==> src/rtl/input_port_router_pkg.sv <==
// Shared definitions for the mesh router ingress path: field widths, direction
// encoding, packet layout and the XY dimension-order route function.
package input_port_router_pkg;

  localparam int NETWORK_ADDRESS_W    = 4;
  localparam int CACHE_BANK_ADDRESS_W = 8;
  localparam int DESTINATION_W        = NETWORK_ADDRESS_W + CACHE_BANK_ADDRESS_W;
  localparam int PACKET_DATA_W        = 32;
  localparam int NUM_DIRECTIONS       = 5;

  typedef enum logic [2:0] {
    DIR_NORTH = 3'd0,
    DIR_SOUTH = 3'd1,
    DIR_EAST  = 3'd2,
    DIR_WEST  = 3'd3,
    DIR_LOCAL = 3'd4
  } direction_e;

  typedef logic [NUM_DIRECTIONS-1:0] routeOneHot_t;

  typedef struct packed {
    logic [DESTINATION_W-1:0]     destination;
    logic [NETWORK_ADDRESS_W-1:0] requester;
    logic                         read;
    logic                         write;
    logic [PACKET_DATA_W-1:0]     data;
  } packet_t;

  typedef enum logic {
    OUT_EMPTY   = 1'b0,
    OUT_PRESENT = 1'b1
  } outState_e;

  function automatic routeOneHot_t dirOneHot(input direction_e dir);
    routeOneHot_t oneHot;
    oneHot      = '0;
    oneHot[dir] = 1'b1;
    return oneHot;
  endfunction

  // X is resolved before Y; coordinates arrive zero-extended so the compares stay unsigned.
  function automatic routeOneHot_t xyRoute(input logic [7:0] dx, input logic [7:0] dy,
                                           input logic [7:0] localX, input logic [7:0] localY);
    if (dx > localX)      return dirOneHot(DIR_EAST);
    else if (dx < localX) return dirOneHot(DIR_WEST);
    else if (dy > localY) return dirOneHot(DIR_SOUTH);
    else if (dy < localY) return dirOneHot(DIR_NORTH);
    else                  return dirOneHot(DIR_LOCAL);
  endfunction

endpackage

==> src/rtl/input_port_router_fifo.sv <==
// Parameterised synchronous circular FIFO with occupancy count; storage is not
// reset, only the pointers and count are.
module router_fifo #(
  parameter int WIDTH = 8,
  parameter int DEPTH = 4
) (
  input  logic                       clk,
  input  logic                       reset,
  input  logic                       push,
  input  logic                       pop,
  input  logic [WIDTH-1:0]           wrData,
  output logic [WIDTH-1:0]           rdData,
  output logic                       full,
  output logic                       empty,
  output logic [$clog2(DEPTH):0]     count
);

  localparam int PTR_W = $clog2(DEPTH);

  logic [WIDTH-1:0] mem [DEPTH];
  logic [PTR_W-1:0] wrPtr;
  logic [PTR_W-1:0] rdPtr;
  logic             doPush;
  logic             doPop;

  assign full   = (count == (PTR_W+1)'(DEPTH));
  assign empty  = (count == '0);
  assign doPop  = pop && !empty;
  // A simultaneous pop frees the slot being written, so push is legal at full.
  assign doPush = push && (!full || doPop);
  assign rdData = mem[rdPtr];

  always_ff @(posedge clk) begin
    if (reset) begin
      wrPtr <= '0;
      rdPtr <= '0;
      count <= '0;
    end else begin
      if (doPush) wrPtr <= wrPtr + 1'b1;
      if (doPop)  rdPtr <= rdPtr + 1'b1;
      case ({doPush, doPop})
        2'b10:   count <= count + 1'b1;
        2'b01:   count <= count - 1'b1;
        default: count <= count;
      endcase
    end
  end

  always_ff @(posedge clk) begin
    if (doPush) mem[wrPtr] <= wrData;
  end

endmodule

==> src/rtl/input_port_router.sv <==
// Mesh router ingress port: buffers link packets, routes XY at write time and
// presents the head packet one-hot to the downstream consumers until accepted.
module input_port_router
  import input_port_router_pkg::*;
#(
  parameter int NETWORK_ADDRESS_WIDTH    = 4,
  parameter int CACHE_BANK_ADDRESS_WIDTH = 8,
  parameter int DATA_WIDTH               = 32,
  parameter int FIFO_DEPTH               = 4,
  parameter int LOCAL_X                  = 1,
  parameter int LOCAL_Y                  = 1
) (
  input  logic                                                clk,
  input  logic                                                reset,
  input  logic                                                inValid,
  output logic                                                inReady,
  input  logic [NETWORK_ADDRESS_WIDTH+CACHE_BANK_ADDRESS_WIDTH-1:0] inDestinationAddress,
  input  logic [NETWORK_ADDRESS_WIDTH-1:0]                    inRequesterAddress,
  input  logic                                                inRead,
  input  logic                                                inWrite,
  input  logic [DATA_WIDTH-1:0]                               inData,
  output logic                                                selectBit_NORTH,
  output logic                                                selectBit_SOUTH,
  output logic                                                selectBit_EAST,
  output logic                                                selectBit_WEST,
  output logic                                                selectBit_LOCAL,
  output logic [NETWORK_ADDRESS_WIDTH+CACHE_BANK_ADDRESS_WIDTH-1:0] destinationAddressOut,
  output logic [NETWORK_ADDRESS_WIDTH-1:0]                    requesterAddressOut,
  output logic                                                readOut,
  output logic                                                writeOut,
  output logic [DATA_WIDTH-1:0]                               dataOut,
  input  logic                                                outAccept,
  output logic                                                dropPulse,
  output logic [7:0]                                          dropCount
);

  localparam int HALF_W  = NETWORK_ADDRESS_WIDTH / 2;
  localparam int DEST_W  = NETWORK_ADDRESS_WIDTH + CACHE_BANK_ADDRESS_WIDTH;
  localparam int COUNT_W = $clog2(FIFO_DEPTH) + 1;

  typedef struct packed {
    routeOneHot_t                     route;
    logic [DEST_W-1:0]                destination;
    logic [NETWORK_ADDRESS_WIDTH-1:0] requester;
    logic                             read;
    logic                             write;
    logic [DATA_WIDTH-1:0]            data;
  } entry_t;

  function automatic logic [7:0] satIncrement(input logic [7:0] value);
    return (value == 8'hFF) ? value : value + 8'd1;
  endfunction

  entry_t                           wrEntry_p0;
  entry_t                           headEntry;
  entry_t                           head_p1;
  logic [NETWORK_ADDRESS_WIDTH-1:0] destNode;
  logic                             accept;
  logic                             malformed;
  logic                             push_p0;
  logic                             fifoFull;
  logic                             fifoEmpty;
  logic [COUNT_W-1:0]               fifoCount;
  logic                             unusedFifoCount;
  logic                             loadHead;
  logic                             vld_p1;
  outState_e                        state;
  outState_e                        nextState;

  // Stage p0: link handshake, malformed filter and route computation at FIFO write.
  assign inReady   = !fifoFull;
  assign accept    = inValid && inReady;
  assign malformed = (inRead == inWrite);
  assign push_p0   = accept && !malformed;
  assign destNode  = inDestinationAddress[DEST_W-1 -: NETWORK_ADDRESS_WIDTH];

  always_comb begin
    wrEntry_p0.route       = xyRoute(8'(destNode[HALF_W-1:0]),
                                     8'(destNode[NETWORK_ADDRESS_WIDTH-1:HALF_W]),
                                     8'(LOCAL_X), 8'(LOCAL_Y));
    wrEntry_p0.destination = inDestinationAddress;
    wrEntry_p0.requester   = inRequesterAddress;
    wrEntry_p0.read        = inRead;
    wrEntry_p0.write       = inWrite;
    wrEntry_p0.data        = inData;
  end

  router_fifo #(
    .WIDTH($bits(entry_t)),
    .DEPTH(FIFO_DEPTH)
  ) ingressFifo (
    .clk    (clk),
    .reset  (reset),
    .push   (push_p0),
    .pop    (loadHead),
    .wrData (wrEntry_p0),
    .rdData (headEntry),
    .full   (fifoFull),
    .empty  (fifoEmpty),
    .count  (fifoCount)
  );

  assign unusedFifoCount = ^fifoCount;

  always_ff @(posedge clk) begin
    if (reset) begin
      dropPulse <= 1'b0;
      dropCount <= 8'd0;
    end else begin
      dropPulse <= accept && malformed;
      if (accept && malformed) dropCount <= satIncrement(dropCount);
    end
  end

  // Stage p1: output register presented to the consumers.
  always_ff @(posedge clk) begin
    if (reset) state <= OUT_EMPTY;
    else       state <= nextState;
  end

  always_comb begin
    nextState = state;
    loadHead  = 1'b0;
    case (state)
      OUT_EMPTY: begin
        if (!fifoEmpty) begin
          loadHead  = 1'b1;
          nextState = OUT_PRESENT;
        end
      end
      OUT_PRESENT: begin
        if (outAccept) begin
          loadHead  = !fifoEmpty;
          nextState = fifoEmpty ? OUT_EMPTY : OUT_PRESENT;
        end
      end
      default: nextState = OUT_EMPTY;
    endcase
  end

  always_ff @(posedge clk) begin
    if (loadHead) head_p1 <= headEntry;
  end

  always_comb begin
    vld_p1                = (state == OUT_PRESENT);
    selectBit_NORTH       = vld_p1 && head_p1.route[DIR_NORTH];
    selectBit_SOUTH       = vld_p1 && head_p1.route[DIR_SOUTH];
    selectBit_EAST        = vld_p1 && head_p1.route[DIR_EAST];
    selectBit_WEST        = vld_p1 && head_p1.route[DIR_WEST];
    selectBit_LOCAL       = vld_p1 && head_p1.route[DIR_LOCAL];
    readOut               = vld_p1 && head_p1.read;
    writeOut              = vld_p1 && head_p1.write;
    destinationAddressOut = head_p1.destination;
    requesterAddressOut   = head_p1.requester;
    dataOut               = head_p1.data;
  end

endmodule

==> config.mk <==
export PLATFORM = sky130hd
export DESIGN_NAME = input_port_router
export DESIGN_NICKNAME = d
export VERILOG_FILES = /design/src/rtl/input_port_router_pkg.sv /design/src/rtl/input_port_router_fifo.sv /design/src/rtl/input_port_router.sv
export SDC_FILE = /design/constraint.sdc
export NUM_CORES = 1
export LEC_CHECK = 0
export ABC_AREA = 0
export CORE_MARGIN = 4
export CORE_UTILIZATION = 53
export CTS_CLUSTER_SIZE = 20
export DETAILED_ROUTE_END_ITERATION = 8
export PLACE_DENSITY = 0.84
export SYNTH_ARGS = -nofsm -noshare
export SYNTH_HDL_FRONTEND = slang
export SYNTH_HIERARCHICAL = 1
export SYNTH_SLANG_ARGS = --single-unit
==> constraint.sdc <==
create_clock -name clk -period 6.95 [get_ports clk]
set_input_delay 0.695 -clock clk [delete_from_list [all_inputs] [get_ports clk]]
set_output_delay 0.695 -clock clk [all_outputs]
set_load 0.1 [all_outputs]
# [After elaboration in Yosys (flattened, before gate mapping)]
# Memory sizes are Yosys's and may differ from the RTL's. A register that Yosys moved wholly into a read port is not among the register bits.
# Cells that the tools add are included.
[word_totals] input_bits=54 out_inout_bits=65 mem_count=1 ram_bits=220 ff_bits=17
[memory_table] name="ingressFifo.mem" depth=4 word_bits=55 rd=1 rd_ports_with_merged_regs=1 write_ports=1 line="input_port_router_fifo.sv:20" source="logic [WIDTH-1:0] mem [DEPTH];"
[classes] n_addsub=5 n_eq_ne=5 mux=12 magnitude_cmp=4 n_reduce_logical=19 bitwise_logic=2
[ops] op="$mux 5" count=4
[ops] op="$logic_and 1x1->1" count=12
[ops] op="$add 8x1->8 const B" count=1
[ops] op="$eq 8x8->1 const B" count=1
[ops] op="$pmux 3 s2" count=1
[ops] op="$mux 1" count=5
[ops] op="$add 2x1->2 const B" count=2
[ops] op="$gt 2x1->1 const B" count=2
[ops] op="$lt 2x1->1 const B" count=2
[ops] op="$pmux 1 s2" count=2
[ops] op="$add 3x1->3 const B" count=1
[ops] op="$eq 3x3->1 const B" count=1
[ops] op="$logic_not 1->1" count=3
[ops] op="$logic_not 3->1" count=1
[ops] op="$sub 3x1->3 const B" count=1
[ops] op="$eq 2x1->1 const B" count=1
[ops] op="$eq 2x2->1 const B" count=1
[ops] op="$not 1->1" count=2
[ops] op="$reduce_and 2->1" count=1
[ops] op="$reduce_bool 2->1" count=1
[ops] op="$eq 1x1->1" count=1
[ops] op="$logic_or 1x1->1" count=1

# [Longest topological paths before layout]
# Gate-level depths: netlist of run 1.
[logic_depth] depth_word=9 mapped_depth=10 depth_no_buf=9

# [Cells and area by module]
# The synthesis of run 1 kept the hierarchy.
[by_module_without_submodules] module="router_fifo" instances=1 area_per_inst_um2=8450.6 seq_area_each_um2=6786.5 cells_each=346
[by_module_without_submodules] module="input_port_router" instances=1 area_per_inst_um2=2661.3 seq_area_each_um2=1851.8 cells_each=174

# [Worst setup path before layout of run 1]
# No wires, ideal clock.
[synth_timing] kind="in2reg" from="input port outAccept" to="memory ingressFifo/mem[0][0] (netlist name) (enable)" slack_ns=1.163 n_path_buf=0 path_stages=5 t_required_ns=6.532 arrival_time_ns=5.368 cell_sequence="nand2b_1 -> nor2b_1 -> nor4b_2 -> nor2b_2 -> and2_1"
[synth_via] elab_chain_len=7
[synth_lines] element="start, declared" line="input_port_router.sv:32" source="input logic outAccept,"
[synth_lines] element="$mux 1" line="input_port_router.sv:132" source="if (outAccept) begin"
[synth_lines] element="$pmux 1 s2" line="input_port_router.sv:124" source="case (state)"
[synth_lines] element="net loadHead" line="input_port_router.sv:65" source="logic loadHead;"
[synth_lines] element="$logic_and 1x1->1" line="input_port_router_fifo.sv:28" source="assign doPop = pop && !empty;"
[synth_lines] element="$logic_or 1x1->1" line="input_port_router_fifo.sv:30" source="assign doPush = push && (!full || doPop);"
[synth_lines] element="$logic_and 1x1->1" line="input_port_router_fifo.sv:30"
[synth_lines] element="$mux 1" line="input_port_router_fifo.sv:50" source="if (doPush) mem[wrPtr] <= wrData;"
[synth_lines] element="$mux 1 (implied by the code)" line="input_port_router_fifo.sv:50"
[synth_lines] element="end, declared" line="input_port_router_fifo.sv:20"
# The timed path passes the listed nets, and every way through them passes these cells.

# [Worst setup path after layout of run 1]
[layout_timing] from="input port outAccept" to="register ingressFifo.count[2]"
[layout_via] elab_chain_len=7 elab_cells_between_ends=9
[layout_lines] element="$mux 1 *" line="input_port_router.sv:132"
[layout_lines] element="$pmux 1 s2 *" line="input_port_router.sv:124"
[layout_lines] element="net loadHead" line="input_port_router.sv:65"
[layout_lines] element="$logic_and 1x1->1 *" line="input_port_router_fifo.sv:28"
[layout_lines] element="$logic_or 1x1->1" line="input_port_router_fifo.sv:30"
[layout_lines] element="$logic_and 1x1->1" line="input_port_router_fifo.sv:30"
[layout_lines] element="$eq 2x1->1 / $eq 2x2->1 (equally long branches)" line="input_port_router_fifo.sv:41" source="case ({doPush, doPop})"
[layout_lines] element="$pmux 3 s2 / $reduce_bool 2->1 (equally long branches)"
[layout_lines] element="end signal, assigned" line="input_port_router_fifo.sv:42" source="2'b10: count <= count + 1'b1;"
[layout_lines] element="end signal, assigned" line="input_port_router_fifo.sv:43" source="2'b01: count <= count - 1'b1;"
[layout_lines] element="end signal, assigned" line="input_port_router_fifo.sv:44" source="default: count <= count;"
[layout_lines] element="end, declared" line="input_port_router_fifo.sv:15" source="output logic [$clog2(DEPTH):0] count"
# The timed path passes the listed nets; every way through them passes the cells marked *.
# A chain may end at the register's enable or synchronous reset.

==> results of run 1 <==
==> worst max-delay path, cell delays in order <==
cell and delay [ns]:
clkdlybuf4s50_1 0.44, nand2b_1 0.12, nor2b_4 0.77, buf_4 0.53, o31a_1 0.34, nand2b_1 0.12
fa_1 0.41, nand2b_1 0.18, o31ai_2 0.21, mux2_1 0.34
==> final cells by class <==
type	count	area, sq um	share of cell area
clock inverter	19	334	0.0251
multi-input combinational	153	2000	0.150
sequential	294	8640	0.650
inverter	6	22.5	0.00169
clock buffer	31	731	0.0550
timing repair buffer	124	1230	0.0922
tap	270	338	0.0254
==> registers in the layout, summed over array words and instances (netlist names), 2 cells and up, named ones only <==
| name | flops |
|---|---|
| ingressFifo/mem | 220 |
| dataOut | 32 |
| destinationAddressOut | 12 |
| dropCount | 8 |
| head_p1 | 7 |
| requesterAddressOut | 4 |
| ingressFifo/count | 3 |
| ingressFifo/rdPtr | 2 |
| ingressFifo/wrPtr | 2 |
==> through the flow <==
step	util	hold slack (ns)	power, mW	worst slack, ns	cells
2_1_floorplan	-	0.485	2.32	1.16	520
3_3_place_gp	0.599	0.494	2.40	2.77	847
3_5_place_dp	0.599	0.519	2.42	2.64	847
4_1_cts	0.651	0.529	4.12	3.16	897
5_1_grt	0.651	0.567	4.21	2.90	897
6_report	0.651	0.521	4.09	3.17	897
==> routing by layer <==
metal  vias to the layer above  part of all wire
li1                       2213                 -
met1                      2586              0.40
met2                       236              0.52
met5                         -                 0
met4                         0             0.018
met3                        29             0.063
==> logic make-up (layout without fill, tap and decap cells) <==
group,count (synthesis),in the layout,share of synthesized area
buf+inv,73,180,0.0437
mux,59,59,0.116
xor+xnor,7,7,0.00687
fa+ha+maj,6,6,0.00743
flops,294,294,0.777
compound gates,21,21,0.0171
simple gates,60,60,0.0319
==> Yosys cell counts (3+ instances only) <==
cell type,number
edfxtp_1,275
mux4_2,55
buf_4,53
dfxtp_1,19
and2_1,14
nor2_1,13
clkbuf_1,7
inv_1,6
nand2b_1,6
and3_1,5
ha_1,5
a311oi_1,4
a41oi_1,4
buf_2,4
nand2_1,4
nor2b_1,4
nor3_1,4
a211oi_1,3
xor2_1,3
==> how the worst min path moves through the flow <==
stage                              end  slack [ns]  cells past startpoint
after floorplan                   flop        0.48                      2
after global placement    dropCount[1]        0.49                      2
after detailed placement  dropCount[1]        0.52                      2
after CTS                 dropCount[1]        0.53                      2
after global routing      dropCount[1]        0.57                      2
final                     dropCount[1]        0.52                      2
==> where the power goes <==
part	switching (mW)	leakage, nW	total [mW]	internal (mW)
combinational	0.240	1.05	0.341	0.100
clock	0.616	0.513	1.71	1.09
sequential	0.0250	2.66	2.04	2.01
total	0.882	4.22	4.09	3.20
==> results_dict.tcl, run 1 <==
set metrics [dict create \
    synth_top_area_share 0.743 \
    fill_cells 1269 \
    grtUsageMet1 0.227 \
    clock_tree.buffer_depth 3 \
    synth_top_area_cell "edfxtp_1" \
    grt_overflow 0 \
    cts_hold_buffers 0 \
    start_util 0.544 \
    period_needed_ns 3.78 \
    num_vias 5064 \
    viasPerCell 5.65 \
    maxSlewViolCount 0 \
    layout-drive-gt1-share 0.201 \
    crit_required_ns 7.36 \
    cts_htree_levels 1 \
    final_cell_mix "edfxtp_1 (275), clkdlybuf4s50_1 (118), mux4_2 (55)" \
    cts_buffers 27 \
    clockRootBuffer "clkbuf_16" \
    fin_worst_skew_ns 0.0135 \
    yosysSeqAreaShare 0.777 \
    synthArstFlopShare 0 \
    drc 0 \
    worstPathArrival_ns 4.18 \
    powerDensity_nw_per_um2 307 \
    n_antenna_cell 0 \
    layout_commonest_cell "edfxtp_1" \
    core-area_sq_um 20400 \
    worstMarginPinSlew_ns 1.12 \
    synth_ff_type "edfxtp_1" \
    synthTopCellsByArea "edfxtp_1 (74%), mux4_2 (11%), buf_4 (3.6%), dfxtp_1 (3.4%), and2_1 (0.79%)" \
    grt_use_met2 0.296 \
    relSlewSlack 0.256 \
    fmax_mhz 265 \
    ff2ff_path_depth 9 \
    hold_path_class "flop to flop" \
    yosys_warnings 6 \
    drt_iter0_markers 462 \
    maxCapViolCount 0 \
    grt_pass1_wl_um 30800 \
    yosysUniqueCellTypes 45 \
    cp-start-kind "primary input" \
    fp.dieW_um 153 \
    syn_nets 580 \
    critPathMaxFanout 32 \
    use_met3 0.0273 \
    crit_start "outAccept" \
    peakVddDrop_mv 0.182 \
    reg2reg_from "ingressFifo/count[0]" \
    r2r_setup_slack_ns 3.32 \
    endpoint "ingressFifo/count[2]" \
    status "completed" \
    r2r_end "ingressFifo/count[2]" \
    cts_resized 0 \
    io_pins 119 \
    cts_tree "built" \
    postRouteAntennaNets 0 \
    hold_viol_final 0 \
    clkSlewWorstSetupHoldPaths_ns 0.06 \
    grt_antenna_before_repair 0 \
    place.gp.congestion 0.792 \
    ys_ff_latch 294 \
    setup_viol 0 \
    post_drt_wl_per_cell_um 22.4 \
    dieArea_sq_um 23300 \
    hpwl_um 11800 \
    synthCells 520 \
    period_share 0.543 \
    gr-usage-all-layers 0.170 \
    die_h_um 153 \
    crit_type "primary input to flop" \
    grt_max_degree 56 \
    syn_to_final_growth_pct 19.6 \
    finalNetCount 666 \
    syn_area_sq_um 11100 \
    cts.sinks 294 \
    synth_edf_count 275 \
    place_area_sq_um 12200 \
    rsz0062_at_grt "no" \
    p_leak_nw 4.22 \
    syn_area_per_cell_sq_um 21.4 \
    endpoint_kind "flop" \
    min_from "dropCount[1]" \
    io_buffer_count 118 \
    row_count 52 \
    post_cts_buffers 0 \
    grt.busiest_layer "met2" \
    grt_pass1_vias 5266 \
    worst_skew_pair.late_latency_ns 0.53 \
    dr.pass1.iters 5 \
    design_area_sq_um 13300 \
    wl_um 20000 \
    setup_tns_ns 0 \
]
Note: power is estimated with default switching activity, not from simulation.
==> inputs of run 2 (changes only) <==
CORE_UTILIZATION = 51   (was 53)
PLACE_DENSITY = 0.85   (was 0.84)
clock period = 3.3 ns   (was 6.95 ns; I/O delays follow)
==> run 2 against run 1 <==
Clock skew is 0.0048 ns higher. Sequential power increased by 110%. Total power grew 91%. Non-clock buffer count up 5. Worst setup slack lost 2.7 ns. First-iteration DRC count down 8.4%. Routed wire length increased by 2.0%. Via count up 0.39%.
==> results_dict.tcl, run 2 (synthesized netlist as in run 1, its figures left out) <==
set metrics [dict create \
    status "completed" \
    placedCellCount 857 \
    core-area_sq_um 21200 \
    hold_depth 1 \
    maxCapViolCount 0 \
    gr-usage-all-layers 0.171 \
    clkSlewWorstSetupHoldPaths_ns 0.06 \
    reg2reg_from "ingressFifo/count[2]" \
    worst_skew_pair.late_latency_ns 0.54 \
    postRouteAntennaNets 0 \
    wl_um 20400 \
    finalNetCount 671 \
    utilization 0.618 \
    setup_viol 0 \
    path_buf_inv 3 \
    place.gp.congestion 0.761 \
    final_cell_mix "edfxtp_1 (275), clkdlybuf4s50_1 (111), mux4_2 (55)" \
    cpMaxStageDelayCell "clkdlybuf4s50_1" \
    hold_path_end "ingressFifo/mem[1][1]" \
    crit_start "ingressFifo/count[2]" \
    crit_required_ns 2.97 \
    period_needed_ns 2.80 \
    cp_top_family "buffers and inverters" \
    cts_tree "built" \
    hold_viol_final 0 \
    dieArea_sq_um 24200 \
    crit_top_cell "inv_1" \
    fin_worst_skew_ns 0.0183 \
    cts_hold_buffers 0 \
    min_from "inData[1]" \
    critPathMaxFanout 6 \
    grt_antenna_before_repair 0 \
    fp.dieW_um 156 \
    row_count 53 \
    largest_reg_flops 220 \
    p_leak_nw 4.14 \
    clock_tree.buffer_depth 3 \
    viasPerCell 5.61 \
    r2r_end "ingressFifo/count[2]" \
    relSlewSlack 0.332 \
    num_vias 5084 \
    grt_max_degree 60 \
    setup_tns_ns 0 \
    top_register "ingressFifo/mem" \
    peakVddDrop_mv 0.432 \
    crit_type "flop to output pin" \
    clockRootBuffer "clkbuf_16" \
    grt_pass1_vias 5338 \
    layout-drive-gt1-share 0.193 \
    cts_htree_levels 1 \
    endpoint_kind "output pin" \
    crit_chain "inv_1 > nor3_1 > inv_1 > clkdlybuf4s50_1" \
    dr.pass1.iters 5 \
    io_pins 119 \
    grt_overflow 0 \
    cts.sinks 294 \
    drt_iter0_markers 423 \
    ff2ff_path_depth 9 \
    fill_cells 1394 \
    maxSlewViolCount 0 \
    rsz0062_at_grt "no" \
    layout_commonest_cell "edfxtp_1" \
    io_buffer_count 118 \
    post_cts_buffers 0 \
    fin_total_pwr_mw 7.79 \
    cts_buffers 27 \
    max_stage_delay_ns 0.99 \
    worstMarginPinSlew_ns 0.999 \
    die_h_um 156 \
    drc 0 \
    fmax_mhz 357 \
    syn_to_final_growth_pct 18.0 \
    finalWorstSetupSlack_ns 0.500 \
    powerDensity_nw_per_um2 594 \
    r2r_setup_slack_ns 0.54 \
    worstPathArrival_ns 2.47 \
    layout.cells.non_filler 907 \
    period_share 0.848 \
    grt_pass1_wl_um 31500 \
    cp-start-kind "flop" \
    post_drt_wl_per_cell_um 22.5 \
    cts_resized 0 \
    hold_path_class "primary input to flop" \
    pre_cts_slack_ns 0.294 \
    start_util 0.524 \
    hpwl_um 12400 \
]
[run 2: changes by cell type in the layout (fill, tap and decap cells not counted), moves of 6 or more]
cell and change:
bufinv_16 -9, clkbuf_1 +8, clkdlybuf4s50_1 -7, clkinv_1 +7
buf_12 +6, buf_4 +6
[run 2: stage by stage]
| stage | cell area (sq um) | hold WS (ns) |
|---|---|---|
| finish | 13100 | 0.438 |
| global route | 13100 | 0.430 |
| CTS | 13100 | 0.415 |
| detailed placement | 12300 | 0.529 |
| global placement | 12300 | 0.491 |
| floorplan | 11100 | 0.429 |
[run 2: where the power goes]
group          switching (mW)  internal (mW)  leakage, nW
registers              0.0502           4.24         2.66
logic                   0.508          0.221         1.11
clock network            1.27           1.50        0.377
total                    1.82           5.97         4.14
[run 2: final cells by class]
| cell class | count | area [sq um] | area share |
|---|---|---|---|
| Tap cell | 275 | 344 | 0.0262 |
| Sequential cell | 294 | 8640 | 0.659 |
| Timing Repair Buffer | 129 | 1320 | 0.101 |
| Multi-Input combinational cell | 153 | 2010 | 0.153 |
| Clock inverter | 14 | 67.6 | 0.00515 |
| Antenna cell | 1 | 2.50 | 0.000191 |
| Clock buffer | 35 | 706 | 0.0538 |
| Inverter | 6 | 22.5 | 0.00172 |
[run 2: how the worst max path moves through the flow]
stage | to | slack, ns | depth (start not counted)
finish | inReady | 0.50 | 4
floorplan | ingressFifo/count[2] | 0.25 | 8
detailed placement | ingressFifo/count[2] | 0.29 | 8
CTS | inReady | 0.51 | 4
global route | inReady | 0.44 | 4
global placement | ingressFifo/mem[2][4] | 0.42 | 6
[run 2: layer usage]
metal	global-route usage	wire, um	vias up
met5	0	0	-
met4	0.0479	384	0
met3	0.0338	1410	32
met2	0.289	10700	224
met1	0.229	7990	2599
li1	-	-	2229
